===== src/rtl/regs_wb_sched_if.sv =====
// Bus bundle for the write-back scheduler: issue port, two producer ports,
// the register file write port and the outstanding-write count.
interface regs_wb_sched_if;
  logic        iss_valid;
  logic [4:0]  iss_Rs1;
  logic [4:0]  iss_Rs2;
  logic [4:0]  iss_Rd;
  logic        iss_wr;
  logic        iss_ready;

  logic        alu_valid;
  logic [4:0]  alu_Rd;
  logic [31:0] alu_data;
  logic        alu_ready;

  logic        mem_valid;
  logic [4:0]  mem_Rd;
  logic [31:0] mem_data;
  logic        mem_ready;

  logic        WB;
  logic [4:0]  Rd;
  logic [31:0] reg_s;
  logic [3:0]  outstanding;

  // Handshakes: a transfer happens on a rising edge where valid && ready.
  // A producer that sees ready=0 holds valid, Rd and data stable.
  modport master (
    output iss_valid, iss_Rs1, iss_Rs2, iss_Rd, iss_wr,
    output alu_valid, alu_Rd, alu_data,
    output mem_valid, mem_Rd, mem_data,
    input  iss_ready, alu_ready, mem_ready,
    input  WB, Rd, reg_s, outstanding
  );

  modport slave (
    input  iss_valid, iss_Rs1, iss_Rs2, iss_Rd, iss_wr,
    input  alu_valid, alu_Rd, alu_data,
    input  mem_valid, mem_Rd, mem_data,
    output iss_ready, alu_ready, mem_ready,
    output WB, Rd, reg_s, outstanding
  );
endinterface


===== src/rtl/regs_wb_sched.sv =====
// Write-back arbiter (MEM over ALU with ALU anti-starvation) and busy-bit
// scoreboard gating instruction issue for the DLX register file.
module regs_wb_sched #(
  parameter int MAX_OUTSTANDING = 4,
  parameter int STARVE_LIMIT    = 3
) (
  input logic           clk,
  input logic           rst,
  regs_wb_sched_if.slave bus
);

  logic [31:0] busy;
  logic [3:0]  outstanding_q;
  logic [3:0]  starve_cnt;
  logic        wb_q;
  logic [4:0]  rd_q;
  logic [31:0] data_q;

  logic        alu_pri;
  logic        grant_mem;
  logic        grant_alu;
  logic        granted;
  logic        any_valid;
  logic [4:0]  g_rd;
  logic [31:0] g_data;
  logic        issue_wr;
  logic [31:0] set_vec;
  logic [31:0] clr_vec;
  logic [1:0]  n_dec;
  logic signed [5:0] out_sum;
  logic [3:0]  out_next;
  logic [3:0]  starve_next;

  function automatic logic hazard(input logic [4:0] r, input logic [31:0] b);
    return b[r] && (r != 5'd0);
  endfunction

  always_comb begin
    alu_pri   = (starve_cnt >= 4'(STARVE_LIMIT));
    any_valid = bus.alu_valid || bus.mem_valid;
    grant_mem = bus.mem_valid && !(alu_pri && bus.alu_valid);
    grant_alu = bus.alu_valid && !grant_mem;
    granted   = grant_mem || grant_alu;
    g_rd      = grant_mem ? bus.mem_Rd   : bus.alu_Rd;
    g_data    = grant_mem ? bus.mem_data : bus.alu_data;
  end

  assign bus.alu_ready = grant_alu || !any_valid;
  assign bus.mem_ready = grant_mem || !any_valid;

  // Issue readiness looks only at registered state.
  assign bus.iss_ready = !hazard(bus.iss_Rs1, busy) &&
                         !hazard(bus.iss_Rs2, busy) &&
                         !(bus.iss_wr && hazard(bus.iss_Rd, busy)) &&
                         (outstanding_q < 4'(MAX_OUTSTANDING));

  always_comb begin
    issue_wr = bus.iss_valid && bus.iss_ready && bus.iss_wr;
    set_vec  = (issue_wr && bus.iss_Rd != 5'd0) ? (32'd1 << bus.iss_Rd) : 32'd0;
    clr_vec  = wb_q ? (32'd1 << rd_q) : 32'd0;
    // A commit and an r0 discard on the same edge retire two writes.
    n_dec    = {1'b0, wb_q} + {1'b0, granted && (g_rd == 5'd0)};
    out_sum  = $signed({2'b00, outstanding_q}) + $signed({5'b00000, issue_wr})
             - $signed({4'b0000, n_dec});
    out_next = (out_sum < 0) ? 4'd0 : out_sum[3:0];
    if (bus.alu_valid && !bus.alu_ready)
      starve_next = (starve_cnt == 4'd15) ? 4'd15 : starve_cnt + 4'd1;
    else
      starve_next = 4'd0;
  end

  always_ff @(posedge clk) begin
    if (rst) begin
      busy          <= 32'd0;
      outstanding_q <= 4'd0;
      starve_cnt    <= 4'd0;
      wb_q          <= 1'b0;
      rd_q          <= 5'd0;
      data_q        <= 32'd0;
    end else begin
      busy          <= (busy & ~clr_vec) | set_vec;
      outstanding_q <= out_next;
      starve_cnt    <= starve_next;
      wb_q          <= granted && (g_rd != 5'd0);
      if (granted) begin
        rd_q   <= g_rd;
        data_q <= g_data;
      end
    end
  end

  assign bus.WB          = wb_q;
  assign bus.Rd          = rd_q;
  assign bus.reg_s       = data_q;
  assign bus.outstanding = outstanding_q;

endmodule


===== src/flat_wrapper.sv =====
// flat-port wrapper written by rule: the top's interface ports become plain ports
module regs_wb_sched_flat 
#(
  parameter int MAX_OUTSTANDING = 4,
  parameter int STARVE_LIMIT    = 3
)
  (clk, rst, bus_iss_valid, bus_iss_Rs1, bus_iss_Rs2, bus_iss_Rd, bus_iss_wr, bus_alu_valid, bus_alu_Rd, bus_alu_data, bus_mem_valid, bus_mem_Rd, bus_mem_data, bus_iss_ready, bus_alu_ready, bus_mem_ready, bus_WB, bus_Rd, bus_reg_s, bus_outstanding);
  regs_wb_sched_if bus_i ();
  input logic clk;
  input logic rst;
  input wire logic [$bits(bus_i.iss_valid)-1:0] bus_iss_valid;
  input wire logic [$bits(bus_i.iss_Rs1)-1:0] bus_iss_Rs1;
  input wire logic [$bits(bus_i.iss_Rs2)-1:0] bus_iss_Rs2;
  input wire logic [$bits(bus_i.iss_Rd)-1:0] bus_iss_Rd;
  input wire logic [$bits(bus_i.iss_wr)-1:0] bus_iss_wr;
  input wire logic [$bits(bus_i.alu_valid)-1:0] bus_alu_valid;
  input wire logic [$bits(bus_i.alu_Rd)-1:0] bus_alu_Rd;
  input wire logic [$bits(bus_i.alu_data)-1:0] bus_alu_data;
  input wire logic [$bits(bus_i.mem_valid)-1:0] bus_mem_valid;
  input wire logic [$bits(bus_i.mem_Rd)-1:0] bus_mem_Rd;
  input wire logic [$bits(bus_i.mem_data)-1:0] bus_mem_data;
  output wire logic [$bits(bus_i.iss_ready)-1:0] bus_iss_ready;
  output wire logic [$bits(bus_i.alu_ready)-1:0] bus_alu_ready;
  output wire logic [$bits(bus_i.mem_ready)-1:0] bus_mem_ready;
  output wire logic [$bits(bus_i.WB)-1:0] bus_WB;
  output wire logic [$bits(bus_i.Rd)-1:0] bus_Rd;
  output wire logic [$bits(bus_i.reg_s)-1:0] bus_reg_s;
  output wire logic [$bits(bus_i.outstanding)-1:0] bus_outstanding;
  assign bus_i.iss_valid = bus_iss_valid;
  assign bus_i.iss_Rs1 = bus_iss_Rs1;
  assign bus_i.iss_Rs2 = bus_iss_Rs2;
  assign bus_i.iss_Rd = bus_iss_Rd;
  assign bus_i.iss_wr = bus_iss_wr;
  assign bus_i.alu_valid = bus_alu_valid;
  assign bus_i.alu_Rd = bus_alu_Rd;
  assign bus_i.alu_data = bus_alu_data;
  assign bus_i.mem_valid = bus_mem_valid;
  assign bus_i.mem_Rd = bus_mem_Rd;
  assign bus_i.mem_data = bus_mem_data;
  assign bus_iss_ready = bus_i.iss_ready;
  assign bus_alu_ready = bus_i.alu_ready;
  assign bus_mem_ready = bus_i.mem_ready;
  assign bus_WB = bus_i.WB;
  assign bus_Rd = bus_i.Rd;
  assign bus_reg_s = bus_i.reg_s;
  assign bus_outstanding = bus_i.outstanding;
  regs_wb_sched #(.MAX_OUTSTANDING(MAX_OUTSTANDING), .STARVE_LIMIT(STARVE_LIMIT)) u_core (.clk(clk), .rst(rst), .bus(bus_i));
endmodule

===== config.mk =====
export PLATFORM = sky130hd
export DESIGN_NAME = regs_wb_sched_flat
export DESIGN_NICKNAME = d
export VERILOG_FILES = /design/src/rtl/regs_wb_sched_if.sv /design/src/rtl/regs_wb_sched.sv /design/src/flat_wrapper.sv
export SDC_FILE = /design/constraint.sdc
export NUM_CORES = 1
export LEC_CHECK = 0
export ABC_AREA = 1
export BUFFER_PORTS_ARGS = -buffer_cell sky130_fd_sc_hd__buf_2
export CELL_PAD_IN_SITES_DETAIL_PLACEMENT = 1
export CELL_PAD_IN_SITES_GLOBAL_PLACEMENT = 2
export CORE_MARGIN = 5
export CORE_UTILIZATION = 29
export CTS_BUF_LIST = sky130_fd_sc_hd__clkbuf_8 sky130_fd_sc_hd__clkbuf_16
export DETAILED_ROUTE_END_ITERATION = 10
export HOLD_SLACK_MARGIN = 0.15
export PLACE_DENSITY = 0.88
export RECOVER_POWER = 25
export SLEW_MARGIN = 20
export SYNTH_ARGS = -nofsm -noshare
export SYNTH_HDL_FRONTEND = slang
export SYNTH_SLANG_ARGS = --single-unit

===== constraint.sdc =====
create_clock -name clk -period 9.43 [get_ports clk]
set_input_delay 0.4715 -clock clk [delete_from_list [all_inputs] [get_ports clk]]
set_output_delay 0.4715 -clock clk [all_outputs]
set_load 0.05 [all_outputs]

### Word level (Yosys, flattened, before mapping)

Cells that the tools add are included.

* bits in writable memories: 0
* memories kept: 0
* word-level logic and storage cells: 68
* bits in registers: 78
* bits of input ports: 95
* output and inout bits: 45
* bits in read-only memories: 0
* latch bits: 0

* div/mod/pow operators: 0
* muxes and demuxes: 11
* eq/ne operators: 1
* shift operators: 2
* bitwise operators: 4
* reductions and logical operators: 34
* add/sub/neg operators: 4
* $lt $le $gt $ge: 6
* $mul: 0

Operators with widths (count)
* 32-bit two-way mux: 3
* 1-bit by 5-bit << shifter with 32-bit output (first input constant): 2
* 32-bit bitwise AND: 1
* 32-bit inverter: 1
* 32-bit bitwise OR: 1
* 5-bit nonzero test: 4
* 5-bit by 6-bit less-than comparator with 1-bit output (second input constant): 3
* 1-bit logical AND: 16
* 1-bit binary-select mux with 5-bit select: 3
* 1-bit zero test: 7
* 6-bit by 1-bit less-than comparator with 1-bit output (second input constant): 1
* 5-bit by 2-bit subtractor with 6-bit output: 1
* 4-bit by 1-bit adder with 5-bit output: 1
* 5-bit zero test: 1
* 5-bit two-way mux: 1
* 4-bit by 1-bit adder with 4-bit output (second input constant): 1
* 4-bit equality test (second input constant): 1
* 4-bit by 2-bit >= comparator with 1-bit output (second input constant): 1
* 1-bit logical OR: 4
* 4-bit by 3-bit less-than comparator with 1-bit output (second input constant): 1
* 4-bit two-way mux: 1
* 2-bit OR reduction: 2
* 1-bit two-way mux: 3
* 1-bit by 1-bit adder with 2-bit output: 1
* 1-bit inverter: 1

### Depth between registers and ports, before layout

Gate-level depths: netlist of run 1.

* depth in word-level cells: 13
* mapped depth: 24

### Least setup slack after synthesis of run 1

No wires, ideal clock.

* path kind: register to register
* from: register u_core.starve_cnt[0]
* to: register u_core.outstanding_q[3] (netlist: u_core.bus.outstanding[3])
* slack: 6.319 ns
* stages on the path, launching flop included: 17
* library setup time: 0.116 ns
* clock period less this slack: 3.111 ns
* arrival: 2.995 ns
* buffers on the path: 1
* cells stage by stage: dfxtp_1 > ha_1 > o31ai_1 > nand2_1 > buf_2 > mux2i_1 > nand2_1 > nor3_1 > nand2_1 > fa_1 > ha_1 > ha_1 > fa_1 > nand2_1 > nand2_1 > nand2_1 > nor2_1

* cells in the longest elaborated chain, start to end: 12

Ends and longest elaborated chain
* start: declaration: line regs_wb_sched.sv:14 `logic [3:0] starve_cnt;`
* start signal: assignment: line regs_wb_sched.sv:83 `starve_cnt <= starve_next;`
* 4-bit by 2-bit >= comparator with 1-bit output (*): line regs_wb_sched.sv:39 `alu_pri = (starve_cnt >= 4'(STARVE_LIMIT));`
* 1-bit logical AND (*): line regs_wb_sched.sv:41 `grant_mem = bus.mem_valid && !(alu_pri && bus.alu_valid);`
* 1-bit zero test (*): line regs_wb_sched.sv:41
* 1-bit logical AND (*): line regs_wb_sched.sv:41
* branches (longest 3 deep; another with 5-bit two-way mux)
* 1-bit logical AND (*): line regs_wb_sched.sv:62 `n_dec = {1'b0, wb_q} + {1'b0, granted && (g_rd == 5'd0)};`
* 1-bit by 1-bit adder with 2-bit output (*): line regs_wb_sched.sv:62
* 5-bit by 2-bit subtractor with 6-bit output (*): line regs_wb_sched.sv:64 `- $signed({4'b0000, n_dec});`
* 6-bit by 1-bit less-than comparator with 1-bit output: line regs_wb_sched.sv:65 `out_next = (out_sum < 0) ? 4'd0 : out_sum[3:0];`
* 2-bit OR reduction (no line)
* end signal: assignment: line regs_wb_sched.sv:82 `outstanding_q <= out_next;`
* end: declaration: line regs_wb_sched.sv:13 `logic [3:0] outstanding_q;`

Mark *: on every way between the ends.
A chain may end at the register's enable or synchronous reset.

### Worst setup path after layout of run 1

Ends and elaborated chain as after synthesis.

==> impl_metrics.json, run 1 <==
{
  "antenna_found_initial": 2,
  "cts_resized": 0,
  "tns_ns": 0,
  "vias": 5223,
  "grt_max_degree": 40,
  "die_area_sq_um": 18840,
  "initial_core_util_pct": 29.56,
  "dpl.cell_count": 1013,
  "design_power_total_mw": 1.023,
  "die_h_um": 137.3,
  "synth-edff-count": 0,
  "period_needed_ns": 3.791,
  "startpoint_type": "flop",
  "place.gp.congestion": 0.8547,
  "synth_cells": 703,
  "synthArstFlopShare_pct": 0,
  "hp-class": "primary input to flop",
  "dr.first_iter.drc_count": 334,
  "regArea_sq_um": 1562,
  "worst-path-buf-inv": 1,
  "io_buffers": 139,
  "hold_viol": 0,
  "setup_viol": 0,
  "final_cells": 1029,
  "dp_hpwl_um": 13610,
  "drv_cap": 0,
  "crit_type": "flop to flop",
  "dpl_cell_area_sq_um": 5394,
  "grt_pass1_wl_um": 28430,
  "wl_per_cell_um": 17.33,
  "diodes": 0,
  "grt_setup_unrepaired": "false",
  "final_nets": 911,
  "critPathRequiredTime_ns": 9.66,
  "fin_area_sq_um": 5680,
  "rows": 46,
  "cts.hold.buffers_added": 0,
  "holdWs_ns": 0.4143,
  "period_share_pct": 40.21,
  "skew_ns": 0.007646,
  "cts_tree": "done",
  "ys_warn_count": 0,
  "grtUsageTotal_pct": 19.41,
  "routed_wl_um": 17840,
  "cp_slowest_cell": "clkinv_1",
  "ys.flop_type": "dfxtp_1",
  "max_slew_margin_pct": 34.11,
  "die_w_um": 137.3,
  "path_delay_family": "adder cells",
  "clk_latency_ns": 0.34,
  "dr.pass1.iters": 5,
  "drc": 0,
  "ios": 140,
  "max_freq_mhz": 263.8,
  "ys_seq_area_share_pct": 33.25,
  "areaGrowthSynthToFinish_pct": 20.97,
  "fillers": 2110,
  "post-route-util_pct": 35.76,
  "power_density_nw_per_um2": 180.2,
  "avgSynthCellArea_sq_um": 6.680,
  "drv_slew": 0,
  "outcome": "finished, final reports clean",
  "setup_slack_ns": 5.639,
  "cts_buffers": 9,
  "root_buffer": "clkbuf_16",
  "clkTransAtPathRegs_ns": 0.06,
  "drive_gt1_share_pct": 17.59,
  "cp.arrival_ns": 4.02,
  "critPathCaptureType": "flop",
  "detail-route-antenna-nets": 0,
  "cts_buffer_depth": 2,
  "cpMostUsedCell": "nand2_1",
  "pre_cts_slack_ns": 5.557,
  "p_leak_nw": 2.406,
  "vias_per_cell": 5.076,
  "ys_ff_latch": 78,
  "tightest_slew_ns": 0.9847,
  "post_cts_buffers": 0,
  "grt_pass1_vias": 5386,
  "ir_drop_v": 0.00008248,
  "yosys.cell_types.count": 33,
  "syn_area_sq_um": 4696,
  "core_sq_um": 15890,
  "path_cells": "ha_1, o31ai_1, nand2_1, clkinv_1, nand2_1, nand2_1, nor3_1, nand2_1, fa_1, ha_1, ha_1, fa_1, nand2_1, nand2_1, nand2_1, nor2_1",
  "critPathMaxFanout": 34,
  "grt-ovfl-total": 0,
  "h-tree-depth": 3,
  "critPathMaxStageDelay_ns": 0.74,
  "multiInputGateArea_sq_um": 2596,
  "cts_sinks": 78
}
-- registers in the layout (all words and copies together) (netlist names) --
| signal | cells |
|---|---|
| u_core.bus.Rd | 5 |
| u_core.busy | 32 |
| u_core.bus.WB | 1 |
| u_core.starve_cnt | 4 |
| u_core.bus.outstanding | 4 |
| u_core.bus.reg_s | 32 |
-- synth_stat cells, types with 5 or more instances --
cell type | count | area [sq um]
inv_1 | 60 | 225.2
nor2_1 | 92 | 345.3
clkbuf_1 | 24 | 90.09
o211ai_1 | 5 | 37.54
dfxtp_1 | 78 | 1562
nand2_1 | 118 | 442.9
ha_1 | 6 | 75.07
a21oi_1 | 42 | 210.2
nand3_1 | 86 | 430.4
buf_2 | 9 | 45.04
nor3_1 | 22 | 110.1
nand4_1 | 36 | 225.2
o21ai_1 | 9 | 45.04
o31ai_1 | 33 | 247.7
o21ai_0 | 36 | 180.2
buf_6 | 12 | 135.1
-- kinds of logic (layout without fill, tap and decap cells) --
logic type      after synthesis  after routing  synth area share, %
fa+ha+maj                     8              8                2.451
xor+xnor                      1              1               0.1866
mux                           4              4               0.8527
flops                        78             78                33.25
simple gates                362            362                34.59
compound gates              134            134                17.00
other cells                   1              2              0.07986
buf+inv                     115            224                11.59
-- cell usage in the layout, fill, tap and decap left out, drive strengths merged, types with 6 or more instances in the layout --
cell	n
o211ai	8
nand3	88
buf	112
o21ai	45
a21oi	42
o31ai	33
nor3	22
nor2	94
ha	6
dfxtp	78
nand2	122
inv	66
clkbuf	40
nand4	36
-- cell type report --
| class | count | area share [%] |
|---|---|---|
| Timing Repair Buffer | 142 | 11.98 |
| Inverter | 66 | 4.361 |
| Tap cell | 216 | 4.758 |
| Multi-Input combinational cell | 511 | 45.70 |
| Clock buffer | 10 | 4.207 |
| Sequential cell | 78 | 27.49 |
| Clock inverter | 6 | 1.498 |
-- report_power, final --
group	internal [mW]	switching (mW)	total (mW)
Sequential	0.351	0.0142	0.365
Clock	0.239	0.144	0.383
Combinational	0.0705	0.205	0.276
-- per-layer routing --
layer	wire [um]	track usage, %
met1	7951	25.12
met2	8188	31.39
met3	1449	5.771
met4	226	5.543
met5	21	0
-- final timing paths --
check                                       start  cells after the start                              endpoint  slack (ns)
setup / recovery  u_core.starve_cnt[0]$_SDFF_PP0_                     16  u_core.bus.outstanding[3]$_SDFF_PP0_        5.64
hold / removal                      bus_mem_Rd[3]                      3         u_core.bus.Rd[3]$_SDFFE_PP0P_        0.41
setup reg to reg  u_core.starve_cnt[0]$_SDFF_PP0_                     16  u_core.bus.outstanding[3]$_SDFF_PP0_        5.64
hold reg to reg        u_core.busy[13]$_SDFF_PP0_                      2            u_core.busy[13]$_SDFF_PP0_        0.48
-- worst min-delay path, stage by stage --
cell,delay [ns]
buf_2,0.07
mux2i_1,0.07
o22ai_1,0.10
No activity file was read; power rests on OpenSTA's default activity.
==> inputs of run 2 (changes only) <==
--- a/config.mk
+++ b/config.mk
@@ -10,11 +10,11 @@
 export CELL_PAD_IN_SITES_DETAIL_PLACEMENT = 1
 export CELL_PAD_IN_SITES_GLOBAL_PLACEMENT = 2
 export CORE_MARGIN = 5
-export CORE_UTILIZATION = 29
+export CORE_UTILIZATION = 27
 export CTS_BUF_LIST = sky130_fd_sc_hd__clkbuf_8 sky130_fd_sc_hd__clkbuf_16
 export DETAILED_ROUTE_END_ITERATION = 10
 export HOLD_SLACK_MARGIN = 0.15
-export PLACE_DENSITY = 0.88
+export PLACE_DENSITY = 0.83
 export RECOVER_POWER = 25
 export SLEW_MARGIN = 20
 export SYNTH_ARGS = -nofsm -noshare
==> constraint.sdc (replaced) <==
create_clock -name clk -period 3.6 [get_ports clk]
set_input_delay 0.18 -clock clk [delete_from_list [all_inputs] [get_ports clk]]
set_output_delay 0.18 -clock clk [all_outputs]
set_load 0.05 [all_outputs]
==> run 2 against run 1 <==
  * Combinational power increased to 3.0 times the previous value
  * Design area increased by 12%
  * Cell count increased by 8.4%
  * First-iteration DRC count increased by 3.0%
  * Routed wire length increased by 13%
  * Flip-flop and latch count unchanged
  * Largest cell class unchanged
==> impl_metrics.json, run 2 (synthesis results as in run 1) <==
{
  "vias_per_cell": 5.014,
  "post_cts_buffers": 0,
  "dp_hpwl_um": 14370,
  "setup_slack_ns": 0.2712,
  "crit_type": "flop to flop",
  "wl_per_cell_um": 18.00,
  "final_nets": 988,
  "core_sq_um": 17180,
  "die_area_sq_um": 20130,
  "critPathMaxFanout": 8,
  "clk_latency_ns": 0.35,
  "cts_buffers": 9,
  "worstHoldStart": "bus_alu_Rd[0]",
  "grt_pass1_vias": 6021,
  "grt_setup_unrepaired": "false",
  "setup_viol": 0,
  "dr.first_iter.drc_count": 344,
  "grt_max_degree": 38,
  "timing.rr.start": "u_core.starve_cnt[0]$_SDFF_PP0_",
  "max_freq_mhz": 300.4,
  "critPathLaunch": "u_core.starve_cnt[0]$_SDFF_PP0_",
  "regArea_sq_um": 1562,
  "fillers": 2265,
  "pre_cts_slack_ns": 0.1681,
  "ios": 140,
  "hold_viol": 0,
  "max_slew_margin_pct": 33.51,
  "period_share_pct": 92.47,
  "skew_ns": 0.008312,
  "multiInputGateArea_sq_um": 2604,
  "drv_cap": 0,
  "h-tree-depth": 3,
  "grt-ovfl-total": 0,
  "tns_ns": 0,
  "routed_wl_um": 20070,
  "post-route-util_pct": 37.20,
  "grtUsageTotal_pct": 19.99,
  "drv_slew": 0,
  "drive_gt1_share_pct": 17.75,
  "initial_core_util_pct": 27.34,
  "root_buffer": "clkbuf_16",
  "dr.pass1.iters": 5,
  "rows": 48,
  "period_needed_ns": 3.329,
  "cts_buffer_depth": 2,
  "design_power_total_mw": 2.656,
  "place.gp.congestion": 0.8563,
  "cts_sinks": 78,
  "diodes": 0,
  "die_h_um": 141.9,
  "ir_drop_v": 0.0002699,
  "critPathCaptureType": "flop",
  "cts_tree": "done",
  "final_common_cell": "nand2_1",
  "p_leak_nw": 2.756,
  "antenna_found_initial": 1,
  "hp-class": "primary input to flop",
  "outcome": "finished, final reports clean",
  "grt_pass1_wl_um": 32120,
  "die_w_um": 141.9,
  "cp.arrival_ns": 3.57,
  "critPathRequiredTime_ns": 3.84,
  "power_density_nw_per_um2": 415.7,
  "detail-route-antenna-nets": 0,
  "areaGrowthSynthToFinish_pct": 36.08,
  "drc": 0,
  "clkTransAtPathRegs_ns": 0.06,
  "holdWs_ns": 0.1534,
  "tightest_slew_ns": 0.9962,
  "startpoint_type": "flop",
  "vias": 5591,
  "io_buffers": 139,
  "mostFrequentLayoutCells": "nand2_1, buf_2, nor2_1"
}
==> run 2: final cells by class <==
class / instances / area share [%]
Sequential cell: 78 / 24.44
Multi-Input combinational cell: 511 / 40.75
Clock buffer: 10 / 3.740
Tap cell: 225 / 4.406
Timing Repair Buffer: 219 / 22.20
Clock inverter: 6 / 0.5874
Inverter: 66 / 3.877
==> run 2: what timing repair did <==
item,CTS,global route
endpoints found under the hold margin,35,0
hold buffers,64,0
endpoints found under the setup margin,0,4
resized for setup,0,2
==> run 2: path summary, 6_finish.rpt <==
path                                               end  slack, ns  cells past startpoint
setup / recovery  u_core.bus.outstanding[3]$_SDFF_PP0_       0.27                     15
hold / removal           u_core.bus.Rd[0]$_SDFFE_PP0P_       0.15                      3
setup reg to reg  u_core.bus.outstanding[3]$_SDFF_PP0_       0.27                     15
hold reg to reg        u_core.starve_cnt[0]$_SDFF_PP0_       0.44                      1
==> run 2: worst max-delay path, cell delays in order, from the launching register on <==
cell     delay, ns
dfxtp_1       0.31
ha_1          0.21
o31ai_1       0.29
nand2_2       0.19
mux2i_1       0.26
nand2_1       0.11
nor3_2        0.19
nand2_1       0.10
fa_1          0.45
ha_1          0.21
ha_1          0.19
fa_1          0.40
nand2_1       0.08
nand2_1       0.05
nand2_1       0.11
nor2_1        0.07
==> run 2: metrics by stage <==
stage	cells	area, sq um
2_1_floorplan	704	4700
3_3_place_gp	1035	5503
3_5_place_dp	1035	5503
4_1_cts	1115	6420
5_1_grt	1115	6390
6_report	1115	6390
==> run 2: power by group <==
group	switching, mW	internal, mW
clock network	0.389	0.483
logic	0.569	0.257
registers	0.0386	0.919
==> run 2: metal layers <==
metal	up-vias	part of all wire [%]	global-route usage, %	wire (um)
li1	2752	-	-	-
met1	2658	44	25.26	8877
met2	150	47	33.23	9435
met3	29	6.9	5.865	1380
met4	2	1.8	5.505	368
met5	-	0.035	0	7
